$ cat config.mk
export PLATFORM = sky130hd
export DESIGN_NAME = sync_fifo_flags
export DESIGN_NICKNAME = d
export VERILOG_FILES = /design/src/rtl/sync_fifo_flags.sv
export SDC_FILE = /design/constraint.sdc
export NUM_CORES = 2
export LEC_CHECK = 0
export CORE_AREA = 2 2 552 417
export DETAILED_ROUTE_END_ITERATION = 8
export DIE_AREA = 0 0 554 419
export GPL_TIMING_DRIVEN = 0
export SLEW_MARGIN = 20
export SYNTH_ARGS = -nofsm -noshare
export SYNTH_HDL_FRONTEND = slang
export SYNTH_SLANG_ARGS = --single-unit
$ cat constraint.sdc
create_clock -name clk -period 6.7 [get_ports clk]
set_input_delay 1.675 -clock clk [delete_from_list [all_inputs] [get_ports clk]]
set_output_delay 1.675 -clock clk [all_outputs]
set_load 0.02 [all_outputs]
$ cat src/rtl/sync_fifo_flags.sv
// sync_fifo_flags: FWFT synchronous FIFO with occupancy count, threshold flags, flush and sticky errors
module sync_fifo_flags #(
  parameter int DATA_WIDTH          = 32,
  parameter int FIFO_DEPTH          = 64,
  parameter int ALMOST_FULL_THRESH  = 56,
  parameter int ALMOST_EMPTY_THRESH = 8,
  localparam int PTR_W = $clog2(FIFO_DEPTH),
  localparam int CNT_W = $clog2(FIFO_DEPTH + 1)
) (
  input  logic                  clk,
  input  logic                  srst,
  input  logic                  flush_i,
  input  logic                  in_vld_i,
  output logic                  in_rdy_o,
  input  logic [DATA_WIDTH-1:0] in_data_i,
  output logic                  out_vld_o,
  input  logic                  out_rdy_i,
  output logic [DATA_WIDTH-1:0] out_data_o,
  output logic [CNT_W-1:0]      count_o,
  output logic                  empty_o,
  output logic                  full_o,
  output logic                  almost_full_o,
  output logic                  almost_empty_o,
  output logic                  overflow_o,
  output logic                  underflow_o
);
  logic [DATA_WIDTH-1:0] mem [FIFO_DEPTH];
  logic [PTR_W-1:0]      wr_ptr, rd_ptr;
  logic                  push, pop, clr;
  assign clr            = srst | flush_i;
  assign empty_o        = count_o == '0;
  assign full_o         = count_o == CNT_W'(FIFO_DEPTH);
  assign almost_full_o  = count_o >= CNT_W'(ALMOST_FULL_THRESH);
  assign almost_empty_o = count_o <= CNT_W'(ALMOST_EMPTY_THRESH);
  assign in_rdy_o       = ~full_o;
  assign out_vld_o      = ~empty_o;
  assign push           = in_vld_i & in_rdy_o;
  assign pop            = out_vld_o & out_rdy_i;
  assign out_data_o     = mem[rd_ptr];
  // storage write; not cleared by reset, and a push coinciding with reset/flush is dropped
  always_ff @(posedge clk)
    if (push & ~clr) mem[wr_ptr] <= in_data_i;
  // pointers, occupancy and sticky error flags; reset and flush clear them alike
  always_ff @(posedge clk) begin
    if (clr) begin
      wr_ptr      <= '0;
      rd_ptr      <= '0;
      count_o     <= '0;
      overflow_o  <= 1'b0;
      underflow_o <= 1'b0;
    end else begin
      if (push) wr_ptr <= wr_ptr == PTR_W'(FIFO_DEPTH - 1) ? '0 : wr_ptr + PTR_W'(1);
      if (pop) rd_ptr <= rd_ptr == PTR_W'(FIFO_DEPTH - 1) ? '0 : rd_ptr + PTR_W'(1);
      count_o <= count_o + CNT_W'(push) - CNT_W'(pop);
      if (in_vld_i & full_o) overflow_o <= 1'b1;
      if (out_rdy_i & empty_o) underflow_o <= 1'b1;
    end
  end
endmodule
### Word-level counts from Yosys, hierarchy flattened

Memories as Yosys holds them, arrays and structs flattened. A register that Yosys moved wholly into a read port is not among the register bits.
Index checks and enable logic that the tools add are counted.
W data, S select, Z words.

| operators by class | value |
|---|---|
| add/sub/neg operators | 4 |
| $lt $le $gt $ge | 2 |
| equal/unequal tests | 3 |
| muxes and demuxes | 6 |
| bitwise gates (word level) | 9 |
| reduce and logical (&&, ||, !) cells | 1 |

Operator list:

| kind | count |
|---|---|
| $mux W6 | 4 |
| $add A6 B1 Y6 const B | 2 |
| $eq A6 B6 Y1 const B | 2 |
| $add A7 B1 Y7 | 1 |
| $eq A7 B7 Y1 const B | 1 |
| $ge A7 B6 Y1 const B | 1 |
| $le A7 B4 Y1 const B | 1 |
| $logic_not A7 Y1 | 1 |
| $sub A7 B1 Y7 | 1 |
| $and A1 B1 Y1 | 5 |
| $not A1 Y1 | 3 |
| $mux W1 | 2 |
| $or A1 B1 Y1 | 1 |

| storage, ports and cells | value |
|---|---|
| register bits | 21 |
| bits in writable memories | 2048 |
| bits of input ports | 37 |
| output and inout port bits | 47 |
| word-level logic and storage cells | 31 |
| memories kept | 1 |

Memories:

| memory | depth | bits a word | rd ports | clocked after memory_dff | write ports | RTL line | text |
|---|---|---|---|---|---|---|---|
| mem | 64 | 32 | 1 | 1 | 1 | 27 | `logic [DATA_WIDTH-1:0] mem [FIFO_DEPTH];` |

### Longest topological paths before layout

| logic depth | value |
|---|---|
| word-level depth | 6 |
| gate-level depth with buffers | 17 |
| gate-level depth less buffers | 16 |

### Worst setup path before layout

Ideal clock, no wire load.

| timing | value |
|---|---|
| kind | input-to-reg |
| start | in in_vld_i |
| end | mem mem[62][0], enable pin |
| setup time | 421 ps |
| data arrival time | 4091 ps |
| data required time | 6279 ps |
| slack | 2188 ps |
| stages | 6 |
| buffers on the path | 1 |
| cells stage by stage | and2_1 > clkbuf_1 > inv_1 > nor3_1 > nand3_1 > nor2_1 |

| on the way | value |
|---|---|
| cells in the longest elaborated chain, start to end | 4 |

Ends and longest elaborated chain:

| what | RTL line | text |
|---|---|---|
| from (decl) | 13 | `input logic in_vld_i,` |
| $and A1 B1 Y1 | 37 | `assign push = in_vld_i & in_rdy_o;` |
| $and A1 B1 Y1 | 42 | `if (push & ~clr) mem[wr_ptr] <= in_data_i;` |
| $mux W1 | 42 |  |
| $mux W1 (implied by the code) | 42 |  |
| to (decl) | 27 |  |

No other way between the ends.

==> results.yml <==
route:
  drtAntennaViolNets: 0
  avgRoutedWirePerCell_um: 32.1
  avgViaCountPerCell: 5.65
  drc: 0
  first_pass_iters: 5
  drt_wl_total_um: 227000
  dr_total_vias: 40000
  drt-initial-drc-count: 6413
clocking:
  hold_buffers: 0
  clk_pin_slew_worst_paths_ns: 0.06
  cts_tree: "done"
  post_cts_buffers: 0
  htreeDepth: 4
  cts_sinks: 2075
  root_buffer: "clkbuf_16"
  clockBufferDepth: 3
  clk_latency_ns: 0.84
  cts_buffers: 192
worst_setup_path:
  slowest_delay_ns: 0.69
  crit_type: "reg -> out"
  cpMaxStageDelayCell: "clkdlybuf4s50_1"
  path_cells: "buf_2, buf_4, buf_2, buf_4, clkbuf_2, nand2_1, a311oi_1, a21oi_1, nor2_1, clkdlybuf4s50_1"
  startpoint_type: "flip-flop"
  cp_num_buf_inv: 6
  critical_path_peak_fanout: 10
  crit_family: "buffers and inverters"
  cp_data_arrival_time_ns: 5.10
  cp-end-kind: "output port"
  crit_required_ns: 5.03
  r2r-start: "count_o[3]$_SDFF_PP0_"
logic_synthesis:
  synth_cells: 3521
  synth_area_per_cell_um2: 22.5
  ys.flop_type: "edfxtp_1"
  seq_area_frac_synth_pct: 78.4
  ys_warn_count: 0
  synth_edf_count: 2048
  synth.distinct_cells: 45
  syn-num-nets: 3576
  yosys_register_bits: 2075
  synth.cell_area_um2: 79100
  postSynth.asyncResetShare_pct: 0
global_route:
  grt_max_degree: 65
  grt_pass1_vias: 38500
  antenna_found_initial: 15
  grt_use_total_pct: 19.4
  grt_pass1_wl_um: 312000
  grt_overflow: 0
floorplan:
  num_rows: 152
  die_x_um: 554
  dieArea_um2: 232000
  pin_count: 84
  die_h_um: 419
  fp.coreArea_um2: 227000
  start_util_pct: 34.8
timing:
  fin_worst_skew_ns: 0.0445
  max_freq_mhz: 148
  rsz0062_at_grt: "false"
  finalCritPeriodShare_pct: 101
  fin_ws_ns: -0.0708
  fin_crit_ns: 6.77
  maxSlewViolCount: 0
  hold_viol: 0
  worstMarginPinSlew_ns: 1.21
  finalSetupViolCount: 1
  max_slew_margin_pct: 19.6
layout:
  multiInputGateArea_um2: 16800
  layout-drive-gt1-share_pct: 29.0
  num-fill-cells: 19500
  seq_area_um2: 62000
  mostFrequentLayoutCell: "edfxtp_1"
  layout_common_cells: "edfxtp_1, mux4_2, clkbuf_16"
  fin_cells: 7089
  syn_to_final_growth_pct: 18.4
  nets: 3983
worst_hold_path:
  min_from: "overflow_o$_SDFFE_PP0P_"
  hp-class: "reg -> reg"
run_status:
  violations: "negative setup slack"
  status: "finished, violations left"
power:
  p_total_mw: 28.0
  power.density_nw_per_um2: 299
  leakagePower_nw: 28.0
  vdd_drop_max_mv: 0.266
flow_run:
  max-cap-violations: 0
placement:
  gp_congestion: 0.883
  numPortBuffers: 83
  dp_cells: 6738
  dp_hpwl_um: 156000
## sequential cells by signal, summed over array words and instances, names as in the netlist, named ones only
signal / count
mem: 2048
count_o: 7
rd_ptr: 6
wr_ptr: 6
overflow_o: 1
underflow_o: 1
## stage by stage
stage	TNS [ns]	util (%)	instance area, um^2	hold slack, ns	worst slack, ns
floorplan	0	-	79100	0.499	2.19
global placement	-1059.41	36.8	83700	0.454	-1.16
detailed placement	0	38.3	87100	0.470	0.211
CTS	0	41.2	93600	0.489	0.000246
global route	0	41.2	93600	0.522	0.0212
finish	-0.0708	41.2	93600	0.484	-0.0708
## area by class of cell
cell class | instances | share of cell area, %
clock buffers | 245 | 5.58
inverters | 18 | 0.0722
multi-input cells | 1234 | 17.9
clock inverters | 105 | 1.08
plain buffers | 193 | 1.13
diodes | 2 | 0.00534
flip-flops and latches | 2075 | 66.3
repair buffers | 214 | 3.92
well taps | 3003 | 4.01
## Yosys cell counts (2+ instances only)
master / instances / area (um^2)
edfxtp_1: 2048 / 61500
mux4_2: 513 / 11600
nor2_1: 139 / 522
o22ai_1: 125 / 782
nand2_1: 72 / 270
buf_2: 68 / 340
clkbuf_1: 67 / 251
mux2i_1: 58 / 581
a21oi_1: 39 / 195
nand3_1: 39 / 195
buf_4: 37 / 278
dfxtp_1: 27 / 541
nor4_1: 25 / 156
nor2b_1: 23 / 144
nand2b_1: 21 / 131
a211oi_1: 20 / 150
o21ai_0: 20 / 100
inv_1: 18 / 67.6
ha_1: 17 / 213
o221ai_1: 17 / 149
a32oi_1: 15 / 131
nor3_1: 14 / 70.1
buf_1: 12 / 45.0
a31oi_1: 11 / 68.8
o22a_1: 11 / 96.3
buf_6: 10 / 113
xor2_1: 7 / 61.3
mux2_2: 6 / 67.6
or3_1: 6 / 37.5
a311oi_1: 5 / 43.8
nand4_1: 5 / 31.3
or2_2: 5 / 31.3
and3_1: 4 / 25.0
xnor2_1: 4 / 35.0
and2_1: 2 / 12.5
nand3b_1: 2 / 15.0
## worst reg2reg max path, delay by kind of cell (launching register included)
family	cells	cell delay, ns
buffers and inverters	4	1.23
adder cells (fa/ha/maj)	1	0.22
flip-flops	1	0.44
AND/OR/NAND/NOR	5	2.49
## layer usage
metal  GRT usage (%)  vias to the layer above  wire length [um]
met2            27.1                     2323             96300
met3            5.20                      285             27600
met4            4.90                        8              5450
met5               0                        -                55
met1            29.7                    21600             97900
li1                -                    15800                 -
## power breakdown
part           switching (mW)  leakage (nW)  internal [mW]
sequential             0.0245          18.6           14.3
combinational            1.60          6.36           1.15
clock                    4.80          3.06           6.16
## logic make-up after synthesis
group | after synthesis | share of synthesized area [%]
multiplexers | 577 | 15.4
adder cells (fa/ha/maj) | 18 | 0.294
XOR/XNOR | 11 | 0.122
buffers and inverters | 212 | 1.38
AND/OR/NAND/NOR | 359 | 2.10
flip-flops | 2075 | 78.4
AO/OA/AOI/OAI | 269 | 2.23
## path summary, 6_finish.rpt
path / to / depth (start not counted) / slack [ns]
worst min register to register: overflow_o$_SDFFE_PP0P_ / 2 / 0.48
worst max-delay path: out_data_o[10] / 10 / -0.07
worst max register to register: mem[62][30]$_DFFE_PP_ / 10 / 1.98
worst min-delay path: overflow_o$_SDFFE_PP0P_ / 2 / 0.48
## what timing repair did
action,CTS,global route
resized for setup,44,18
cloned,0,0
endpoints found under the setup margin,29,22
pin swaps,0,0
Note: power is estimated with default switching activity, not from simulation.
